## config.mk

```make
export PLATFORM = sky130hd
export DESIGN_NAME = mult_booth_unit
export DESIGN_NICKNAME = d
export VERILOG_FILES = /design/src/rtl/mult_booth_unit.sv
export SDC_FILE = /design/constraint.sdc
export NUM_CORES = 1
export LEC_CHECK = 0
export ABC_AREA = 1
export CAP_MARGIN = 30
export CORE_UTILIZATION = 30
export CTS_CLUSTER_SIZE = 30
export DETAILED_ROUTE_END_ITERATION = 8
export GPL_TIMING_DRIVEN = 0
export MAX_ROUTING_LAYER = met4
export PLACE_DENSITY_LB_ADDON = 0.12
export SLEW_MARGIN = 40
export SYNTH_ARGS = -nofsm -noshare
export SYNTH_HDL_FRONTEND = slang
export SYNTH_SLANG_ARGS = --single-unit
```

## constraint.sdc

```tcl
create_clock -name clk -period 4.8 [get_ports clk]
set_input_delay 0.96 -clock clk [delete_from_list [all_inputs] [get_ports clk]]
set_output_delay 0.96 -clock clk [all_outputs]
set_load 0.05 [all_outputs]
```

## src/rtl/mult_booth_unit.sv

```systemverilog
// rtl/mult_booth_unit.sv - sequential radix-2 Booth multiplier for the MULT instruction
//
// Optional feature macro: MULT_BOOTH_MULTU_EN (adds the multu port for unsigned products)
//
// Ports:
//   clk          rising-edge clock
//   reset_in     asynchronous active-low reset
//   mult_control start request, sampled only in IDLE
//   multu        (MULT_BOOTH_MULTU_EN only) 1 = unsigned product, sampled with mult_control
//   a_in         multiplicand (A register)
//   b_in         multiplier (B register)
//   hi_out       product[2*WIDTH-1:WIDTH] to the HI register
//   lo_out       product[WIDTH-1:0] to the LO register
//   mult_end     one-cycle completion pulse
//   busy         high while running and during the completion cycle

module mult_booth_unit #(
    parameter int WIDTH = 32,
    parameter int CNT_W = 6
) (
    input  logic             clk,
    input  logic             reset_in,
    input  logic             mult_control,
`ifdef MULT_BOOTH_MULTU_EN
    input  logic             multu,
`endif
    input  logic [WIDTH-1:0] a_in,
    input  logic [WIDTH-1:0] b_in,
    output logic [WIDTH-1:0] hi_out,
    output logic [WIDTH-1:0] lo_out,
    output logic             mult_end,
    output logic             busy
);

    // Internal operand width: one extra bit when unsigned operands must be
    // zero-extended so that Booth recoding treats them as positive.
`ifdef MULT_BOOTH_MULTU_EN
    localparam int XW = WIDTH + 1;
`else
    localparam int XW = WIDTH;
`endif
    // Product register: {accumulator (XW), multiplier (XW), booth history bit}
    localparam int PW = 2 * XW + 1;

    typedef enum logic [1:0] {
        IDLE,
        RUN,
        DONE
    } state_t;

    state_t             state_q;
    logic [CNT_W-1:0]   cnt_q;
    logic [XW-1:0]      m_q;
    logic [PW-1:0]      p_q;
    logic [WIDTH-1:0]   hi_q;
    logic [WIDTH-1:0]   lo_q;
    logic               done_q;
    logic               busy_q;
`ifdef MULT_BOOTH_MULTU_EN
    logic               unsigned_q;
`endif

    logic [XW:0]        acc_ext;
    logic [XW:0]        m_ext;
    logic [XW:0]        sum_d;
    logic [PW-1:0]      p_d;
    logic [2*WIDTH-1:0] prod_d;
    logic [CNT_W-1:0]   last_cnt;
    logic [XW-1:0]      m_load;
    logic [XW-1:0]      b_load;

    // Operand conditioning at the start edge.
    always_comb begin
`ifdef MULT_BOOTH_MULTU_EN
        m_load = multu ? {1'b0, a_in} : {a_in[WIDTH-1], a_in};
        b_load = multu ? {1'b0, b_in} : {b_in[WIDTH-1], b_in};
`else
        m_load = a_in;
        b_load = b_in;
`endif
    end

    // One Booth step. The add/subtract runs one bit wider than the
    // accumulator so that the most negative multiplicand cannot overflow;
    // the shift then keeps that extra bit as the new sign.
    always_comb begin
        acc_ext = {p_q[PW-1], p_q[PW-1:XW+1]};
        m_ext   = {m_q[XW-1], m_q};
        sum_d   = acc_ext;
        case (p_q[1:0])
            2'b01:   sum_d = acc_ext + m_ext;
            2'b10:   sum_d = acc_ext - m_ext;
            default: sum_d = acc_ext;
        endcase
        p_d = {sum_d, p_q[XW:1]};
    end

    // Result extraction and iteration count. A signed operation runs only
    // WIDTH steps on the widened register, so its product sits one bit
    // higher than after the full XW steps of an unsigned operation.
    always_comb begin
`ifdef MULT_BOOTH_MULTU_EN
        if (unsigned_q) begin
            prod_d   = p_d[2*WIDTH:1];
            last_cnt = CNT_W'(XW - 1);
        end else begin
            prod_d   = p_d[2*WIDTH+1:2];
            last_cnt = CNT_W'(WIDTH - 1);
        end
`else
        prod_d   = p_d[2*WIDTH:1];
        last_cnt = CNT_W'(WIDTH - 1);
`endif
    end

    always_ff @(posedge clk or negedge reset_in) begin
        if (!reset_in) begin
            state_q    <= IDLE;
            cnt_q      <= '0;
            m_q        <= '0;
            p_q        <= '0;
            hi_q       <= '0;
            lo_q       <= '0;
            done_q     <= 1'b0;
            busy_q     <= 1'b0;
`ifdef MULT_BOOTH_MULTU_EN
            unsigned_q <= 1'b0;
`endif
        end else begin
            case (state_q)
                IDLE: begin
                    done_q <= 1'b0;
                    if (mult_control) begin
                        m_q     <= m_load;
                        p_q     <= {{XW{1'b0}}, b_load, 1'b0};
                        cnt_q   <= '0;
                        busy_q  <= 1'b1;
                        state_q <= RUN;
`ifdef MULT_BOOTH_MULTU_EN
                        unsigned_q <= multu;
`endif
                    end
                end
                RUN: begin
                    p_q   <= p_d;
                    cnt_q <= cnt_q + CNT_W'(1);
                    if (cnt_q == last_cnt) begin
                        hi_q    <= prod_d[2*WIDTH-1:WIDTH];
                        lo_q    <= prod_d[WIDTH-1:0];
                        done_q  <= 1'b1;
                        state_q <= DONE;
                    end
                end
                DONE: begin
                    done_q  <= 1'b0;
                    busy_q  <= 1'b0;
                    state_q <= IDLE;
                end
                default: begin
                    done_q  <= 1'b0;
                    busy_q  <= 1'b0;
                    state_q <= IDLE;
                end
            endcase
        end
    end

    assign hi_out   = hi_q;
    assign lo_out   = lo_q;
    assign mult_end = done_q;
    assign busy     = busy_q;

endmodule

```

=== After elaboration in Yosys (flattened, before gate mapping) ===
Cells that the tools add are included.

* Output and inout port bits: 66
* Word-level logic and storage cells: 37
* Input bits: 67
* Register bits: 171

* Mux-type cells: 12
* Add/subtract/negate cells: 3
* Reduce and logical (&&, ||, !) cells: 7
* Bitwise operators: 1
* Equal/unequal tests: 6

{| class="wikitable"
|+ Operator list
! cell !! count
|-
| 65-bit one-hot mux with 2 select lines || 1
|-
| 33-bit one-hot mux with 2 select lines || 1
|-
| 65-bit two-way mux || 1
|-
| 32-bit by 32-bit adder with 33-bit output || 1
|-
| 32-bit by 32-bit subtractor with 33-bit output || 1
|-
| 6-bit one-hot mux with 2 select lines || 1
|-
| 2-bit AND reduction || 5
|-
| 6-bit by 1-bit adder with 6-bit output, second input constant || 1
|-
| 6-bit by 5-bit equality test with 1-bit output, second input constant || 1
|-
| 6-bit two-way mux || 1
|-
| 2-bit by 1-bit equality test with 1-bit output, second input constant || 2
|-
| 2-bit two-way mux || 2
|-
| 2-bit != test, second input constant || 2
|-
| 2-bit one-hot mux with 2 select lines || 1
|-
| 1-bit two-way mux || 3
|-
| 2-bit equality test, second input constant || 1
|-
| 2-bit logical NOT || 1
|-
| 1-bit one-hot mux with 2 select lines || 1
|-
| 2-bit nonzero test || 1
|-
| 1-bit inverter || 1
|}

=== Longest topological paths before layout ===
Gate-level depths: netlist of the first run.

* Depth after elaboration: 3
* Depth in mapped cells: 26
* Mapped depth without buffers: 26

=== Worst setup path after synthesis of the first run ===
Ideal clock, no wire load.

* Path kind: flip-flop to flip-flop
* Start: register p_q[1]
* End: register hi_q[31] (netlist: hi_out[31])
* Data required time: 4.682 ns
* Path slack: 2.026 ns
* Clock period less this slack: 2.774 ns
* Arrival time: 2.657 ns
* Setup time: 0.118 ns
* Buffers on the path: 2
* Stages on the path, launching flop included: 24
* Cells stage by stage: dfrtp_1 ha_1 buf_2 inv_1 buf_2 nand2_1 o21ai_0 xor2_1 inv_1 ha_1 nand2_1 inv_1 a21oi_1 nand2_2 nand2_2 nand2_2 nand2_1 nand2_1 inv_1 nand3_1 nand3_1 nand2_1 nand2_1 nand2_1

* Cells in the longest elaborated chain, start to end: 2
* Elaborated cells between the ends (all ways): 3
* Classes of those cells: 2 x eq/ne; 1 x mux

{| class="wikitable"
|+ Ends and longest elaborated chain
! element !! RTL line !! RTL
|-
| start, declared || 54 || <nowiki>logic [PW-1:0] p_q;</nowiki>
|-
| start signal, assigned || 135 || <nowiki>p_q <= {{XW{1'b0}}, b_load, 1'b0};</nowiki>
|-
| start signal, assigned || 145 || <nowiki>p_q <= p_d;</nowiki>
|-
| 2-bit equality test or 2-bit by 1-bit equality test with 1-bit output (tied branches) || 90 || <nowiki>case (p_q[1:0])</nowiki>
|-
| 33-bit one-hot mux with 2 select lines (*) || 90 ||
|-
| end signal, assigned || 148 || <nowiki>hi_q <= prod_d[2*WIDTH-1:WIDTH];</nowiki>
|-
| end, declared || 55 || <nowiki>logic [WIDTH-1:0] hi_q;</nowiki>
|}

Every way passes the cells marked *; elsewhere a longest branch is shown, timed or not.
A chain may end at the register's enable or synchronous reset.

=== Worst setup path in the final report of the first run ===
* Start: register p_q[0]
* End: register p_q[64]

* Cells in the longest elaborated chain, start to end: 3
* Elaborated cells between the ends (all ways): 4
* Classes of those cells: 2 x eq/ne; 2 x mux

{| class="wikitable"
|+ Ends and longest elaborated chain
! element !! RTL line !! RTL
|-
| 2-bit equality test or 2-bit by 1-bit equality test with 1-bit output (tied branches) || 90 ||
|-
| 33-bit one-hot mux with 2 select lines (*) || 90 ||
|-
| 65-bit one-hot mux with 2 select lines (*) || 130 || <nowiki>case (state_q)</nowiki>
|}

Marks and branches as above.

==> flow_metrics.env, run 1 <==
export IMPL_grt_max_degree=72
export IMPL_drive_above_1_share_pct=7.64
export IMPL_drc=0
export IMPL_finalHoldViolations=0
export IMPL_synth_edf_count=0
export IMPL_cp_max_fo=10
export IMPL_netlist_area_mm2=0.0100
export IMPL_yosys_area_top_type_share_pct=42.7
export IMPL_antenna_found_initial=1
export IMPL_cp_num_buf_inv=7
export IMPL_syn_nets=1429
export IMPL_ys_seq_area_share_pct=42.7
export IMPL_crit_path_end_kind="flip-flop"
export IMPL_reg2reg_depth=24
export IMPL_grt_overflow=0
export IMPL_crit_chain="inv_1, ha_1, buf_2, inv_1, buf_2, nand2_1, o21ai_0, xor2_1, inv_1, ha_1, nand2_1, inv_1, a21oi_1, nand2_2, nand2_2, nand2_2, nand2_1, nand2_1, inv_1, nand3_1, nand3_1, nand2_1, nand2_1, nand2_1"
export IMPL_r2r_end="p_q[64]$_DFFE_PN0P_"
export IMPL_syn_inst=1326
export IMPL_tritoncts_num_buffers=17
export IMPL_clk_latency_ps=450
export IMPL_hold_slack_ps=388
export IMPL_yosysWarnings=0
export IMPL_ant_nets=0
export IMPL_cts_hold_buf=0
export IMPL_clock_tree_root_cell="clkbuf_16"
export IMPL_period_minus_slack_ps=3510
export IMPL_synthMostInstantiatedCell="nand2_1"
export IMPL_r2r_start="p_q[0]$_DFFE_PN0P_"
export IMPL_place_port_buffers=132
export IMPL_period_share_pct=73.1
export IMPL_timing_fmax_ghz=0.285
export IMPL_fin_nets=1582
export IMPL_synthTopCellsByArea="dfrtp_1, nand2_1, inv_1"
export IMPL_synth_cell_type_count=47
export IMPL_place_area_mm2=0.0120
export IMPL_die_w_um=185
export IMPL_grt_pass1_wl_mm=50.8
export IMPL_synthToLayoutAreaGrowth_pct=25.2
export IMPL_cts_tree="built"
export IMPL_start_kind="flip-flop"
export IMPL_yosys_top_cells_count="nand2_1, dfrtp_1, inv_1"
export IMPL_min_path_type="in -> async"
export IMPL_ys_ff_latch=171
export IMPL_path_class="reg -> reg"
export IMPL_cp_top_family="simple AND/OR/NAND/NOR gates"
export IMPL_path_depth=24
export IMPL_cp_slowest_stage_delay_ps=330
export IMPL_clock_path_buffers=2
export IMPL_r2r_slack_ps=1290
export IMPL_first_global_vias=9234
export IMPL_async_reset_ff_share_pct=100
export IMPL_place_congestion=0.920
export IMPL_dr_pass1_iters=5
export IMPL_layout_cells_non_filler=1935
export IMPL_synthFlopType="dfrtp_1"
export IMPL_routed_wl_mm=32.0
export IMPL_htreeDepth=4
export IMPL_dpl_hpwl_mm=25.1
export IMPL_cp_arrival_ps=3850
export IMPL_via_count=9059
export IMPL_die_area_mm2=0.0342
export IMPL_start_util_pct=30.7
export IMPL_ctsResizeCount=0
export IMPL_viasPerCell=4.68
export IMPL_layout_setup_ws_ps=1290
export IMPL_core_area_mm2=0.0327
export IMPL_cap_violations=0
export IMPL_cp_required_ps=5140
export IMPL_synth_top_area_cell="dfrtp_1"
export IMPL_worstSetupStartpoint="p_q[0]$_DFFE_PN0P_"
export IMPL_pre_cts_ws_ps=1270
export IMPL_initialDrtViolationCount=502
export IMPL_fp_dieH_um=185
export IMPL_crit_slowest_cell="dfrtp_1"
export IMPL_drv_slew=0
export IMPL_avgSynthCellArea_um2=7.56
export IMPL_cpMostUsedCell="nand2_1"
export IMPL_cts_sinks=171
export IMPL_io_pins=133
export IMPL_setup_worst_path_end="p_q[64]$_DFFE_PN0P_"
export IMPL_grt_setup_unrepaired="false"
export IMPL_worst_pin_slew_ps=671
export IMPL_num_rows=66
export IMPL_setup_violations=0
export IMPL_skew_ps=14.2
export IMPL_max_slew_margin_rel_pct=55.2
export IMPL_clk_pin_slew_ps=80
export IMPL_dp_cells=1902
export IMPL_outcome="finished clean"
export IMPL_finalInstanceArea_mm2=0.0126
export IMPL_post_cts_setup_buffer_count=0
export IMPL_wl_per_cell_um=16.5
export IMPL_track_usage_pct=20.3
## layer usage
metal  vias to the layer above  part of all wire, %  track usage [%]
li1                       4583                    -                -
met1                      4300                   48             26.2
met2                       157                   47             32.4
met3                        19                  4.3             4.38
met4                         0                  1.3             4.66
met5                         -                    0                -
## worst min path at each step
| stage | startpoint | endpoint | cells past startpoint |
|---|---|---|---|
| after floorplan | p_q[56]$_DFFE_PN0P_ | p_q[56]$_DFFE_PN0P_ | 2 |
| after global placement | hi_out[24]$_DFFE_PN0P_ | hi_out[24]$_DFFE_PN0P_ | 2 |
| after CTS | reset_in | lo_out[29]$_DFFE_PN0P_ | 1 |
| after detailed placement | hi_out[24]$_DFFE_PN0P_ | hi_out[24]$_DFFE_PN0P_ | 2 |
| after global routing | reset_in | lo_out[29]$_DFFE_PN0P_ | 1 |
| final | reset_in | lo_out[29]$_DFFE_PN0P_ | 1 |
## worst register-to-register path, cell delays in order (launching register included)
cell	delay, ps
dfrtp_1	330
inv_1	60
ha_1	190
buf_2	190
inv_1	220
buf_2	290
nand2_1	120
o21ai_0	110
xor2_1	190
inv_1	90
ha_1	330
nand2_1	150
inv_1	50
a21oi_1	170
nand2_2	130
nand2_2	100
nand2_2	90
nand2_1	90
nand2_1	140
inv_1	90
nand3_1	70
nand3_1	80
nand2_1	80
nand2_1	60
nand2_1	40
## sequential cells by signal (all words and copies together), names as in the netlist
signal    cells
p_q          65
hi_out       32
lo_out       32
m_q          32
cnt_q         6
state_q       2
busy          1
mult_end      1
## metrics by stage
step	setup TNS, ps	util (%)
3_3_place_gp	-848770	36.4
2_1_floorplan	0	-
3_5_place_dp	0	36.6
5_1_grt	0	38.4
6_report	0	38.4
4_1_cts	0	38.4
## cell usage in the layout (no fill, tap or decap), types with 10 or more instances in the layout
cell / n
nand3_1: 71
o21ai_0: 66
xnor2_1: 10
nand2_1: 431
ha_1: 35
buf_6: 11
o21ai_1: 60
o221ai_1: 29
nand2_2: 13
a21oi_1: 37
clkdlybuf4s50_1: 131
nor2_1: 88
clkbuf_1: 19
xor2_1: 25
clkbuf_16: 17
inv_1: 150
dfrtp_1: 171
buf_2: 12
## kinds of logic after synthesis
| group | count (synthesis) | share of synthesized area [%] |
|---|---|---|
| adder cells (fa/ha/maj) | 36 | 4.57 |
| multiplexers | 2 | 0.200 |
| AO/OA/AOI/OAI | 229 | 13.6 |
| flip-flops | 171 | 42.7 |
| buffers and inverters | 205 | 8.72 |
| XOR/XNOR | 35 | 3.06 |
| AND/OR/NAND/NOR | 648 | 27.1 |
## layout make-up
type | count | area, um^2
fill | 3514 | 20100
multi-input combinational | 950 | 4870
sequential | 171 | 4280
timing repair buffer | 134 | 1380
inverter | 158 | 593
tap | 442 | 553
clock buffer | 18 | 439
buffer | 47 | 282
clock inverter | 14 | 153
antenna | 1 | 2.50
Power of run 1 is not shown: default switching activity piles up to over one toggle a cycle in this logic, so the estimate is an artifact.
==> run 2: changes to the inputs <==
==> constraint.sdc (replaced) <==
create_clock -name clk -period 3 [get_ports clk]
set_input_delay 0.6 -clock clk [delete_from_list [all_inputs] [get_ports clk]]
set_output_delay 0.6 -clock clk [all_outputs]
set_load 0.05 [all_outputs]
==> flow_metrics.env, run 2 (synthesis results as in run 1) <==
export IMPL_crit_path_end_kind="flip-flop"
export IMPL_synthToLayoutAreaGrowth_pct=37.6
export IMPL_start_util_pct=30.7
export IMPL_timing_fmax_ghz=0.325
export IMPL_tritoncts_num_buffers=17
export IMPL_cp_max_fo=4
export IMPL_cap_violations=0
export IMPL_core_area_mm2=0.0327
export IMPL_dpl_hpwl_mm=25.1
export IMPL_die_w_um=185
export IMPL_cts_tree="built"
export IMPL_first_global_vias=9573
export IMPL_finalInstanceArea_mm2=0.0138
export IMPL_cp_arrival_ps=3420
export IMPL_cts_hold_buf=0
export IMPL_routed_wl_mm=33.1
export IMPL_largest_reg_flops=65
export IMPL_grt_max_degree=72
export IMPL_fin_nets=1616
export IMPL_outcome="finished, violations left"
export IMPL_cp_required_ps=3340
export IMPL_clk_latency_ps=450
export IMPL_r2r_slack_ps=-70
export IMPL_period_share_pct=102
export IMPL_fp_dieH_um=185
export IMPL_period_minus_slack_ps=3070
export IMPL_dr_pass1_iters=6
export IMPL_worst_pin_slew_ps=701
export IMPL_final_cell_mix="nand2_1, dfrtp_1, inv_1"
export IMPL_layout_commonest_cell="nand2_1"
export IMPL_drive_above_1_share_pct=22.3
export IMPL_start_kind="flip-flop"
export IMPL_htreeDepth=4
export IMPL_utilization_pct=42.2
export IMPL_min_path_type="in -> async"
export IMPL_finalHoldViolations=0
export IMPL_dp_cells=1902
export IMPL_track_usage_pct=20.8
export IMPL_layout_cells_non_filler=1969
export IMPL_place_congestion=0.920
export IMPL_wl_per_cell_um=16.8
export IMPL_initialDrtViolationCount=507
export IMPL_path_class="reg -> reg"
export IMPL_clk_pin_slew_ps=80
export IMPL_layout_setup_ws_ps=-74.4
export IMPL_num_rows=66
export IMPL_drv_slew=0
export IMPL_io_pins=133
export IMPL_clock_tree_root_cell="clkbuf_16"
export IMPL_skew_ps=12.6
export IMPL_clock_path_buffers=2
export IMPL_ant_nets=0
export IMPL_place_area_mm2=0.0120
export IMPL_grt_pass1_wl_mm=52.2
export IMPL_reg2reg_depth=24
export IMPL_timing_setup_tns_ps=-242
export IMPL_place_port_buffers=132
export IMPL_fillerInstances=3422
export IMPL_viasPerCell=4.74
export IMPL_seq_area_mm2=0.00428
export IMPL_die_area_mm2=0.0342
export IMPL_multiInputGateArea_mm2=0.00582
export IMPL_grt_setup_unrepaired="true"
export IMPL_antenna_found_initial=1
export IMPL_largest_register="p_q"
export IMPL_via_count=9339
export IMPL_setup_violations=8
export IMPL_grt_overflow=0
export IMPL_drc=0
export IMPL_max_slew_margin_rel_pct=53.3
export IMPL_cts_sinks=171
export IMPL_violations="negative setup slack"
-- run 2: changes by cell type in the layout (fill, tap and decap cells not counted), moves of 13 or more --
cell     delta
nand2_1    -43
inv_2      +14
nor2_2     +25
a21oi_2    +22
inv_1      -16
nor2_1     -34
buf_4      +34
a21oi_1    -30
nand2_2    +33
ha_4       +20
nand3_1    -13
nand3_2    +13
ha_1       -27
o21ai_0    -20
-- run 2: what timing repair did --
action | in CTS | in global routing
gates resized for setup | 119 | 140
endpoints found under the hold margin | 0 | 0
endpoints found under the setup margin | 56 | 53
setup buffers | 25 | 9
pin swaps | 37 | 57
-- run 2: area by class of cell --
class	count	area share [%]
clock inverter	14	1.11
tap	442	4.01
inverter	158	4.35
antenna	1	0.0181
buffer	47	2.19
sequential	171	31.0
clock buffer	18	3.18
multi-input combinational	950	42.2
timing repair buffer	168	11.9
-- run 2: worst paths after layout --
path | start | endpoint
max reg2reg | m_q[0]$_DFFE_PN0P_ | hi_out[31]$_DFFE_PN0P_
max | m_q[0]$_DFFE_PN0P_ | hi_out[31]$_DFFE_PN0P_
min | reset_in | lo_out[29]$_DFFE_PN0P_
max in group asynchronous | reset_in | m_q[23]$_DFFE_PN0P_
min reg2reg | hi_out[24]$_DFFE_PN0P_ | hi_out[24]$_DFFE_PN0P_
min in group clk | hi_out[24]$_DFFE_PN0P_ | hi_out[24]$_DFFE_PN0P_
-- run 2: critical path, cell delays in order, from the launching register on --
cell     delay, ps
dfrtp_1        390
inv_2          110
ha_4           160
nand2_4         50
nor2_4         130
nand2_1         70
nand2_2         90
nand2_4         70
nor2_4         150
nand2_2        100
a21oi_2        160
xor2_2         300
ha_4           280
nand2_4         70
a21oi_2         40
nor2_1         100
nand2_1         90
a21oi_4        140
nand2_4         90
inv_2           60
nand3_2         60
nand3_2         70
nand2_2         60
nand2_1         60
nand2_1         40
-- run 2: stage by stage --
step | setup slack, ps | hold slack [ps]
floorplan | 226 | 304
global placement | -6430 | 467
CTS | -81.4 | 24.3
global route | -289 | 35.8
detailed placement | -535 | 465
finish | -74.4 | 31.1
-- run 2: per-layer routing --
metal	track usage, %	routed length, um	part of all wire [%]
met1	26.6	15300	46
met2	33.2	15600	47
met3	4.42	1520	4.6
met4	5.52	742	2.2
met5	-	0	0
Power of run 2 is left out for the same reason.
